===== src/rtl/result_readout.sv =====
// Drains a contiguous address range out of the single-port result RAM (1-cycle read latency)
// through a 2-entry skid FIFO onto a valid/ready stream, tagging the final word with m_last.
module result_readout #(
    parameter int ADDR_W = 10,
    parameter int DATA_W = 32
) (
    input  logic              clk,
    input  logic              rst,
    input  logic              start,
    input  logic [ADDR_W-1:0] base_addr,
    input  logic [ADDR_W:0]   num_words,
    output logic              busy,
    output logic              done,
    output logic              ram_en,
    output logic              ram_we,
    output logic [ADDR_W-1:0] ram_addr,
    input  logic [DATA_W-1:0] ram_dout,
    output logic              m_valid,
    input  logic              m_ready,
    output logic [DATA_W-1:0] m_data,
    output logic              m_last
);

    typedef enum logic [1:0] {IDLE, READ, DRAIN, DONE} state_t;

    state_t                    state_q, state_d;
    logic [ADDR_W-1:0]         addr_q, addr_d;
    logic [ADDR_W:0]           remaining_q, remaining_d;
    logic [ADDR_W:0]           left_out_q, left_out_d;
    logic                      inflight_q, inflight_d;
    logic [1:0][DATA_W-1:0]    fifo_q, fifo_d;
    logic                      wr_ptr_q, wr_ptr_d;
    logic                      rd_ptr_q, rd_ptr_d;
    logic [1:0]                count_q, count_d;

    logic       accept, issue, push, pop;
    logic [2:0] occupancy;

    // State register
    always_ff @(posedge clk or posedge rst) begin
        if (rst) state_q <= IDLE;
        else     state_q <= state_d;
    end

    // Next-state logic
    always_comb begin
        state_d = state_q;
        case (state_q)
            IDLE:    if (start) state_d = (num_words == '0) ? DONE : READ;
            READ:    if (remaining_d == '0) state_d = DRAIN;
            // left_out reaching zero means the last word just handshook, so the
            // FIFO and the read pipe are necessarily empty as well.
            DRAIN:   if (left_out_d == '0) state_d = DONE;
            DONE:    state_d = IDLE;
            default: state_d = IDLE;
        endcase
    end

    // Output logic
    always_comb begin
        busy     = (state_q != IDLE);
        done     = (state_q == DONE);
        m_valid  = (count_q != 2'd0);
        m_data   = m_valid ? fifo_q[rd_ptr_q] : '0;
        m_last   = m_valid && (left_out_q == (ADDR_W+1)'(1));
        ram_en   = issue;
        ram_we   = 1'b0;
        ram_addr = addr_q;
    end

    // Issue only when the slot is guaranteed: a word popped this cycle frees space.
    always_comb begin
        pop       = (count_q != 2'd0) && m_ready;
        push      = inflight_q;
        accept    = (state_q == IDLE) && start;
        occupancy = {1'b0, count_q} + {2'b0, inflight_q} - {2'b0, pop};
        issue     = (state_q == READ) && (remaining_q != '0) && (occupancy < 3'd2);
    end

    always_comb begin
        addr_d      = addr_q;
        remaining_d = remaining_q;
        left_out_d  = left_out_q;
        inflight_d  = issue;
        fifo_d      = fifo_q;
        wr_ptr_d    = wr_ptr_q ^ push;
        rd_ptr_d    = rd_ptr_q ^ pop;
        count_d     = count_q + {1'b0, push} - {1'b0, pop};
        if (push) fifo_d[wr_ptr_q] = ram_dout;
        if (accept) begin
            addr_d      = base_addr;
            remaining_d = num_words;
            left_out_d  = num_words;
        end else begin
            if (issue) begin
                addr_d      = addr_q + ADDR_W'(1);
                remaining_d = remaining_q - (ADDR_W+1)'(1);
            end
            if (pop) left_out_d = left_out_q - (ADDR_W+1)'(1);
        end
    end

    always_ff @(posedge clk or posedge rst) begin
        if (rst) begin
            addr_q      <= '0;
            remaining_q <= '0;
            left_out_q  <= '0;
            inflight_q  <= 1'b0;
            fifo_q      <= '0;
            wr_ptr_q    <= 1'b0;
            rd_ptr_q    <= 1'b0;
            count_q     <= 2'd0;
        end else begin
            addr_q      <= addr_d;
            remaining_q <= remaining_d;
            left_out_q  <= left_out_d;
            inflight_q  <= inflight_d;
            fifo_q      <= fifo_d;
            wr_ptr_q    <= wr_ptr_d;
            rd_ptr_q    <= rd_ptr_d;
            count_q     <= count_d;
        end
    end

endmodule

===== config.mk =====
export PLATFORM = sky130hd
export DESIGN_NAME = result_readout
export DESIGN_NICKNAME = d
export VERILOG_FILES = /design/src/rtl/result_readout.sv
export SDC_FILE = /design/constraint.sdc
export NUM_CORES = 1
export LEC_CHECK = 0
export ABC_AREA = 0
export BUFFER_PORTS_ARGS = -buffer_cell sky130_fd_sc_hd__buf_4
export CAP_MARGIN = 20
export CORE_MARGIN = 2
export CORE_UTILIZATION = 35
export DETAILED_ROUTE_END_ITERATION = 8
export MAX_ROUTING_LAYER = met4
export PLACE_DENSITY = 0.55
export REMOVE_ABC_BUFFERS = 1
export SLEW_MARGIN = 40
export SYNTH_ARGS = -nofsm -noshare
export SYNTH_HDL_FRONTEND = slang
export SYNTH_SLANG_ARGS = --single-unit

===== constraint.sdc =====
create_clock -name clk -period 3.1 [get_ports clk]
set_input_delay 0.62 -clock clk [delete_from_list [all_inputs] [get_ports clk]]
set_output_delay 0.62 -clock clk [all_outputs]
set_load 0.05 [all_outputs]

==> results.py, run 1 <==
metrics = {
    "drt": {
        "wl_met2_mm": 5.86,
        "drt_pass1_iterations": 4,
        "totalWireLength_mm": 12.4,
        "wl_per_cell_um": 15.9,
        "drc": 0,
        "wl_met3_um": 723,
        "drt-vias-per-instance": 5.12,
        "drt_iter0_drc": 205,
        "ant_nets": 0,
        "dr_total_vias": 3982,
        "highest_layer": "met4",
        "wl_met1_mm": 5.61,
    },
    "synthesis": {
        "syn_avg_cell_area_um2": 11.1,
        "synthCells": 472,
        "ys_types": 55,
        "synth.ff_latch_count": 103,
        "synthAdderAreaFrac_pct": 3.25,
        "yosysWarnings": 0,
        "synth-compound-area-share_pct": 7.64,
        "synth_top_family_by_area": "multiplexers",
        "ys_async_sr_fraction_pct": 100,
        "synth_edf_count": 0,
        "synth-simple-area-share_pct": 13.0,
        "syn_area_um2": 5240,
        "synthMuxAreaShare_pct": 20.8,
        "synthXorXnorAreaFrac_pct": 3.17,
        "seq_area_frac_synth_pct": 49.2,
        "synthFlopType": "dfrtp_1",
    },
    "placement": {
        "routabilityCongestion": 0.880,
        "dpl.hpwl_mm": 8.80,
        "placed_area_um2": 6370,
        "io_buffer_count": 103,
    },
    "grt": {
        "grt_use_total_pct": 16.5,
        "overflow": 0,
        "grt_max_degree": 65,
        "grt_pass1_wl_mm": 20.4,
        "antenna_found_initial": 0,
        "grt_pass1_vias": 4084,
    },
    "sta": {
        "slew_headroom_pct": 56.6,
        "min_period_ns": 3.19,
        "clock.fmax_ghz": 0.314,
        "fin_skew_ns": 0.00674,
        "worst_pin_slew_ns": 0.647,
        "finalHoldViolCount": 0,
        "slew_viol_final": 0,
        "setup_viol": 3,
        "rsz0062_at_grt": "true",
        "final.period_utilization_pct": 103,
        "worst_slack_ns": -0.0862,
    },
    "cells_and_area": {
        "antenna_cells": 0,
        "num-nets-final": 660,
        "mostFrequentLayoutCells": "buf_4, dfrtp_1, mux2_2, nor2_1, mux2i_1",
        "syn2layout_area_growth_pct": 28.7,
        "design_area_um2": 6750,
        "final_common_cell": "buf_4",
        "layout-drive-gt1-share_pct": 39.4,
    },
    "setup_path": {
        "critPathBufInv": 3,
        "setup.worst_path.end_class": "flip-flop",
        "slowest_delay_ns": 0.56,
        "critPathSlowestCell": "fa_2",
        "timing.rr.start": "count_q[0]",
        "r2r-end": "state_q[0]",
        "crit_path_max_fanout": 4,
        "r2r_setup_slack_ns": -0.06,
        "cp_top_family": "compound AO/OA/AOI/OAI gates",
        "r2r_cells": 12,
        "critical_path_required_ns": 3.33,
        "worstPathArrival_ns": 3.42,
        "path_class": "in -> reg",
        "start_kind": "primary input",
        "path_cells": "buf_4 > inv_1 > nor3b_2 > a21o_1 > ha_1 > inv_2 > fa_2 > and2_4 > nand4_1 > nor3_2 > mux2_4 > a2111oi_4 > a31oi_2 > o32a_1",
    },
    "cts": {
        "clk_path_buf_depth": 2,
        "cts_tree": "built",
        "hold_buffers": 0,
        "numCtsBuffers": 9,
        "clk-insertion-delay-late_ns": 0.35,
        "cts_max_level": 3,
        "clk_pin_slew_ns": 0.07,
        "cts_root_buf": "clkbuf_16",
        "clkSinkCount": 103,
    },
    "power_and_ir_drop": {
        "powerDensity_nw_per_um2": 1230,
        "power.leakage_nw": 3.06,
        "power.switching_mw": 3.78,
        "vdd_ir_drop_max_mv": 0.619,
        "p_int_mw": 4.50,
        "switching_share_pct": 45.7,
        "p_clk_share_pct": 13.1,
        "comb_power_share_pct": 56.7,
        "seqPwrFrac_pct": 30.2,
        "power_mw": 8.28,
    },
    "run": {
        "maxCapViolations": 0,
    },
    "floorplanning": {
        "dieArea_um2": 16000,
        "core_region_area_um2": 14600,
        "io_pins": 105,
        "start_util_pct": 35.9,
        "fp.dieW_um": 126,
        "rows": 44,
        "dieHeight_um": 126,
    },
    "run_status": {
        "outcome": "finished with violations",
        "violations": "negative setup slack",
    },
    "worst_hold_path": {
        "hold_class": "in -> async",
    },
}
[metrics by stage]
stage	instances	TNS (ns)	worst slack (ns)	utilization, %	hold WS (ns)
2_1_floorplan	448	-27.59	-0.612	-	0.480
3_3_place_gp	762	-2.63	-0.576	43.7	0.488
3_5_place_dp	762	-3.60	-0.660	43.7	0.495
4_1_cts	778	-0.349	-0.125	46.0	0.464
5_1_grt	778	-0.650	-0.237	46.2	0.381
6_report	778	-0.247	-0.0862	46.2	0.341
[synthesized netlist by cell type, types with 5 or more instances]
library cell | count | area, um^2
nand4_1 | 6 | 37.5
nor4_1 | 5 | 31.3
nor2_1 | 53 | 199
ha_1 | 12 | 150
xnor2_1 | 8 | 70.1
buf_1 | 7 | 26.3
a31oi_1 | 9 | 56.3
or3_1 | 7 | 43.8
xor2_1 | 11 | 96.3
nand2_1 | 27 | 101
nor3_1 | 13 | 65.1
mux2_2 | 65 | 732
o21ai_0 | 18 | 90.1
dfrtp_1 | 103 | 2580
inv_1 | 14 | 52.6
a21oi_1 | 10 | 50.1
mux2i_1 | 36 | 360
clkbuf_1 | 14 | 52.6
[worst max path at each step]
stage	start	to	slack [ns]	cells after the start
after global routing	m_ready	state_q[1]	-0.24	15
after global placement	m_ready	state_q[0]	-0.58	15
final	m_ready	state_q[0]	-0.09	14
after floorplan	m_ready	ram_addr[8]	-0.61	14
after detailed placement	m_ready	state_q[0]	-0.66	15
after CTS	count_q[0]	state_q[1]	-0.12	13
[state kept, by name, indices dropped and copies added (netlist names)]
register,flops
fifo_q,64
remaining_q,11
count_q,2
left_out_q,11
ram_addr,10
state_q,2
wr_ptr_q,1
inflight_q,1
rd_ptr_q,1
[kinds of logic (layout without fill, tap and decap cells)]
kind of cell / count (synthesis) / in the layout
compound gates: 59 / 59
xor+xnor: 19 / 19
fa+ha+maj: 13 / 13
buf+inv: 38 / 160
flops: 103 / 103
mux: 101 / 101
other cells: 1 / 1
simple gates: 138 / 138
[timing repair]
item,4_1_cts,5_1_grt
pin swaps,9,6
endpoints found under the setup margin,5,6
gates cloned,0,0
gates resized for setup,12,7
buffers inserted,1,0
[layout make-up]
cell class                 instances  area (um^2)
multi-input combinational        331         2590
fill                            1383         7840
sequential                       103         2580
tap                              184          230
clock inverter                     3         26.3
timing repair buffer             131         1000
inverter                          14         57.6
clock buffer                      12          256
[power by group through the flow]
stage	clock [mW]	combinational, mW	sequential [mW]
6_report	1.09	4.70	2.50
3_3_place_gp	0	4.57	2.48
3_5_place_dp	0	4.63	2.52
5_1_grt	1.19	5.07	2.60
4_1_cts	1.13	4.70	2.50
2_1_floorplan	0	3.03	2.69
[per-layer routing]
metal / track usage [%] / up-vias
met5: - / -
met4: 4.46 / 0
met3: 4.60 / 14
met2: 25.8 / 117
met1: 21.1 / 1945
li1: - / 1906
[worst reg2reg max path: cells and delay by family, from the launching register on]
kind,cells,cell delay (ns)
flip-flops,1,0.39
AO/OA/AOI/OAI,4,0.93
AND/OR/NAND/NOR,4,0.63
multiplexers,1,0.34
buffers and inverters,1,0.04
adder cells (fa/ha/maj),2,0.71
Power figures use the tool's default switching activity.
==> inputs of run 2 (changes only) <==
Settings changed: CORE_UTILIZATION 35 to 50, PLACE_DENSITY 0.55 to 0.74.
==> run 2 against run 1 <==
Against the previous run:
- the flow still finishes with violations (negative setup slack)
- maximum frequency shrank 2.2%
- critical endpoint is now state_q[1]
- highest routed layer unchanged
- first-iteration DRC count grew 3.4%
- non-clock buffer count rose by 1
- critical path depth rose by 1
- sequential share of layout area grew 0.67 points
==> results.py, run 2 (synthesized netlist as in run 1, its figures left out) <==
metrics = {
    "run_status": {
        "outcome": "finished with violations",
        "violations": "negative setup slack",
    },
    "setup_path": {
        "r2r-end": "state_q[1]",
        "setup.worst_path.end_class": "flip-flop",
        "crit_path_max_fanout": 2,
        "critical_path_required_ns": 3.39,
        "path_class": "reg -> reg",
        "crit_top_cell": "buf_4",
        "slowest_delay_ns": 0.55,
        "r2r_setup_slack_ns": -0.16,
        "timing.rr.start": "count_q[1]",
        "critPathBufInv": 5,
        "cp_top_family": "compound AO/OA/AOI/OAI gates",
        "r2r_cells": 15,
        "path_cells": "nor3b_2 > buf_4 > buf_4 > buf_4 > fa_2 > buf_6 > a21boi_2 > a2111oi_2 > buf_4 > a41o_1 > a21oi_2 > a2111oi_4 > a31oi_2 > nor2_2 > mux2i_1",
        "start_kind": "flip-flop",
        "worstPathArrival_ns": 3.55,
        "critPathLaunch": "count_q[1]",
        "critPathSlowestCell": "fa_2",
    },
    "sta": {
        "fin_skew_ns": 0.00829,
        "min_period_ns": 3.26,
        "clock.fmax_ghz": 0.307,
        "slew_headroom_pct": 59.6,
        "finalHoldViolCount": 0,
        "finalHoldWorstSlack_ns": 0.307,
        "slew_viol_final": 0,
        "worst_pin_slew_ns": 0.603,
        "rsz0062_at_grt": "true",
        "worst_slack_ns": -0.158,
        "setup_viol": 3,
        "final.period_utilization_pct": 105,
    },
    "cells_and_area": {
        "layout-drive-gt1-share_pct": 40.6,
        "largest_reg_flops": 64,
        "mostFrequentLayoutCells": "buf_4, dfrtp_1, mux2_2, nor2_1, mux2i_1",
        "syn2layout_area_growth_pct": 26.5,
        "fillers": 831,
        "num-nets-final": 661,
        "largestRegisters": "fifo_q x64, left_out_q x11, remaining_q x11",
        "regArea_um2": 2580,
        "antenna_cells": 0,
        "design_area_um2": 6630,
        "final_common_cell": "buf_4",
        "post-route-util_pct": 64.8,
        "regMostFlops": "fifo_q",
        "multi_input_area_um2": 2600,
    },
    "grt": {
        "grt_use_total_pct": 21.8,
        "grt_pass1_vias": 4016,
        "grt_pass1_wl_mm": 19.2,
        "grt_max_degree": 61,
        "antenna_found_initial": 0,
        "overflow": 0,
    },
    "floorplanning": {
        "rows": 37,
        "fp.dieW_um": 106,
        "dieHeight_um": 106,
        "core_region_area_um2": 10200,
        "dieArea_um2": 11300,
        "start_util_pct": 51.2,
        "io_pins": 105,
    },
    "cts": {
        "cts_max_level": 3,
        "clkSinkCount": 103,
        "clk-insertion-delay-late_ns": 0.37,
        "cts_tree": "built",
        "clk_pin_slew_ns": 0.10,
        "clk_path_buf_depth": 2,
        "numCtsBuffers": 9,
        "cts_root_buf": "clkbuf_8",
    },
    "power_and_ir_drop": {
        "vdd_ir_drop_max_mv": 0.610,
        "powerDensity_nw_per_um2": 1230,
        "power_mw": 8.16,
        "power.leakage_nw": 3.03,
    },
    "placement": {
        "routabilityCongestion": 0.948,
        "dpl.hpwl_mm": 8.11,
        "io_buffer_count": 103,
        "place_ws_ns": -0.686,
        "placed_area_um2": 6290,
    },
    "worst_hold_path": {
        "hold_class": "in -> async",
    },
    "run": {
        "maxCapViolations": 0,
    },
    "drt": {
        "wl_per_cell_um": 15.9,
        "dr_total_vias": 3995,
        "drt_pass1_iterations": 5,
        "totalWireLength_mm": 11.7,
        "drc": 0,
        "drt_iter0_drc": 212,
        "ant_nets": 0,
        "drt-vias-per-instance": 5.46,
    },
}
## run 2: per-layer routing
layer | vias to the layer above | GRT usage (%) | part of all wire (%)
met2 | 116 | 34.9 | 49
met5 | - | - | 0
li1 | 1906 | - | -
met3 | 20 | 3.80 | 5.4
met4 | 0 | 6.67 | 1.5
met1 | 1953 | 28.6 | 44
## run 2: report_power, final
group / internal (mW) / switching, mW / leakage (nW)
registers: 2.02 / 0.482 / 1.23
logic: 1.92 / 2.86 / 1.69
clock network: 0.390 / 0.483 / 0.104
total: 4.33 / 3.82 / 3.03
## run 2: timing repair
action | 4_1_cts | 5_1_grt
pin swaps | 7 | 8
setup endpoints to repair | 5 | 8
gates cloned | 0 | 0
gates resized for setup | 14 | 15
hold buffers | 0 | 0
endpoints found under the hold margin | 0 | 0
setup buffers | 4 | 1
## run 2: through the flow
step / TNS, ns / std cells
6_report: -0.423 / 732
3_3_place_gp: -2.61 / 711
3_5_place_dp: -4.05 / 711
5_1_grt: -0.854 / 732
4_1_cts: -0.234 / 731
2_1_floorplan: -27.59 / 448
## run 2: how the worst max path moves through the flow
stage | end | slack [ns] | depth (start not counted)
finish | state_q[1] | -0.16 | 15
global route | state_q[1] | -0.29 | 15
CTS | state_q[1] | -0.09 | 13
detailed placement | state_q[0] | -0.69 | 15
global placement | state_q[0] | -0.56 | 15
floorplan | ram_addr[8] | -0.61 | 14
## run 2: layout make-up
class                      count  area share [%]
inverter                      14           0.830
tap                          136            2.57
multi-input combinational    331            39.2
sequential                   103            38.9
timing repair buffer         132            15.4
clock inverter                 6            1.19
clock buffer                  10            1.92
==> inputs of run 3 (changes only) <==
Settings changed: CORE_UTILIZATION 50 to 55, PLACE_DENSITY 0.74 to 0.78.
Clock period 3.1 ns to 3.6 ns, I/O delays scaled along.
==> run 3 against run 2 <==
Against the previous run:
- the flow now finishes without violations
- die area fell by 8.8%
- clock-buffer cell count unchanged
- core utilization grew 5.3 points
- first-iteration DRC count fell by 28%
- critical path type is now in -> out
==> results.py, run 3 (synthesized netlist as in run 1, its figures left out) <==
metrics = {
    "cells_and_area": {
        "layout-drive-gt1-share_pct": 37.4,
        "post-route-util_pct": 70.1,
        "mostFrequentLayoutCells": "buf_4, dfrtp_1, mux2_2, nor2_1, mux2i_1",
        "final_common_cell": "buf_4",
        "num-nets-final": 654,
        "regMostFlops": "fifo_q",
        "antenna_cells": 0,
        "design_area_um2": 6480,
        "syn2layout_area_growth_pct": 23.6,
        "largest_reg_flops": 64,
        "largestRegisters": "fifo_q x64, left_out_q x11, remaining_q x11",
    },
    "setup_path": {
        "worstPathArrival_ns": 2.72,
        "setup.worst_path.end_class": "output port",
        "crit_path_max_fanout": 4,
        "critical_path_required_ns": 2.88,
        "critPathLaunch": "m_ready",
        "path_class": "in -> out",
        "timing.rr.start": "count_q[0]",
        "start_kind": "primary input",
    },
    "grt": {
        "grt_max_degree": 54,
        "grt_pass1_vias": 3989,
        "overflow": 0,
        "grt_pass1_wl_mm": 18.7,
        "grt_use_total_pct": 23.8,
        "antenna_found_initial": 0,
    },
    "drt": {
        "ant_nets": 0,
        "drt_pass1_iterations": 5,
        "wl_per_cell_um": 16.2,
        "drt-vias-per-instance": 5.62,
        "dr_total_vias": 4036,
        "totalWireLength_mm": 11.6,
        "drt_iter0_drc": 153,
        "drc": 0,
    },
    "power_and_ir_drop": {
        "powerDensity_nw_per_um2": 1050,
        "power.leakage_nw": 2.96,
        "vdd_ir_drop_max_mv": 0.543,
    },
    "floorplanning": {
        "io_pins": 105,
        "rows": 35,
        "fp.dieW_um": 102,
        "start_util_pct": 56.7,
        "core_region_area_um2": 9240,
        "dieHeight_um": 102,
        "dieArea_um2": 10300,
    },
    "cts": {
        "hold_buffers": 0,
        "clkSinkCount": 103,
        "clk-insertion-delay-late_ns": 0.36,
        "clk_path_buf_depth": 2,
        "cts_setup_buffers": 0,
        "cts_root_buf": "clkbuf_8",
        "numCtsBuffers": 9,
        "cts_max_level": 3,
        "clk_pin_slew_ns": 0.10,
        "cts_tree": "built",
    },
    "placement": {
        "placed_area_um2": 6260,
        "routabilityCongestion": 0.937,
        "dpl.hpwl_mm": 8.26,
        "io_buffer_count": 103,
    },
    "sta": {
        "slew_viol_final": 0,
        "setup_viol": 0,
        "rsz0062_at_grt": "false",
        "final.period_utilization_pct": 95.7,
        "min_period_ns": 3.44,
        "finalHoldViolCount": 0,
        "clock.fmax_ghz": 0.290,
        "worst_pin_slew_ns": 0.659,
        "slew_headroom_pct": 56.1,
        "fin_skew_ns": 0.00520,
    },
    "worst_hold_path": {
        "hold_class": "in -> async",
    },
    "run_status": {
        "outcome": "finished clean",
    },
    "run": {
        "maxCapViolations": 0,
    },
}
run 3: cell types whose count changed in the layout (fill, tap and decap cells not counted), moves of 3 or more:
cell     change
a31oi_1      +3
a31oi_2      -3
buf_4        -5
o21ai_0      +3
o21ai_1      -3
run 3: path summary, 6_finish.rpt:
kind / to / slack (ns) / depth (start not counted)
min in group clk: fifo_q[10] / 0.51 / 1
max: ram_en / 0.16 / 13
min: ram_addr[4] / 0.45 / 2
max in group asynchronous: rd_ptr_q / 2.44 / 3
max reg2reg: state_q[0] / 0.26 / 13
min reg2reg: fifo_q[10] / 0.51 / 1
run 3: cell type report:
cell class / instances / area [um^2]
clock buffers: 10 / 128
clock inverters: 6 / 56.3
fillers: 714 / 2760
inverters: 14 / 55.1
multi-input cells: 331 / 2540
flip-flops and latches: 103 / 2580
well taps: 129 / 161
repair buffers: 125 / 958
run 3: power breakdown:
group	leakage [nW]	total, mW	internal, mW	switching [mW]
combinational	1.64	3.99	1.57	2.42
clock	0.0905	0.683	0.265	0.418
sequential	1.23	2.14	1.74	0.404
total	2.96	6.82	3.58	3.24
run 3: what timing repair did:
| action | CTS | global route |
|---|---|---|
| endpoints found under the setup margin | 1 | 1 |
| gates cloned | 0 | 0 |
| resized for setup | 2 | 5 |
| pin swaps | 0 | 0 |
run 3: stage by stage:
| stage | TNS (ns) | std cells | hold WS (ns) | total power, mW | setup WS [ns] |
|---|---|---|---|---|---|
| floorplan | -0.665 | 448 | 0.480 | 4.93 | -0.212 |
| global placement | -0.241 | 702 | 0.488 | 5.98 | -0.145 |
| detailed placement | -0.400 | 702 | 0.495 | 6.12 | -0.202 |
| CTS | 0 | 718 | 0.466 | 6.81 | 0.0569 |
| global route | 0 | 718 | 0.488 | 7.24 | 0.00764 |
| finish | 0 | 718 | 0.447 | 6.82 | 0.156 |
run 3: worst max-delay path: stages:
cell and delay [ns]:
buf_4 0.08, inv_1 0.05, nor3b_2 0.20, a21o_1 0.11, ha_1 0.13, inv_1 0.05, fa_1 0.54, and2_4 0.17
buf_4 0.11, nand2_1 0.09, buf_4 0.16, nor2_4 0.15, buf_8 0.16
run 3: per-layer routing:
metal	routed length (um)	global-route usage [%]
met1	5010	30.4
met4	191	7.80
met3	745	4.07
met5	0	-
met2	5670	38.7
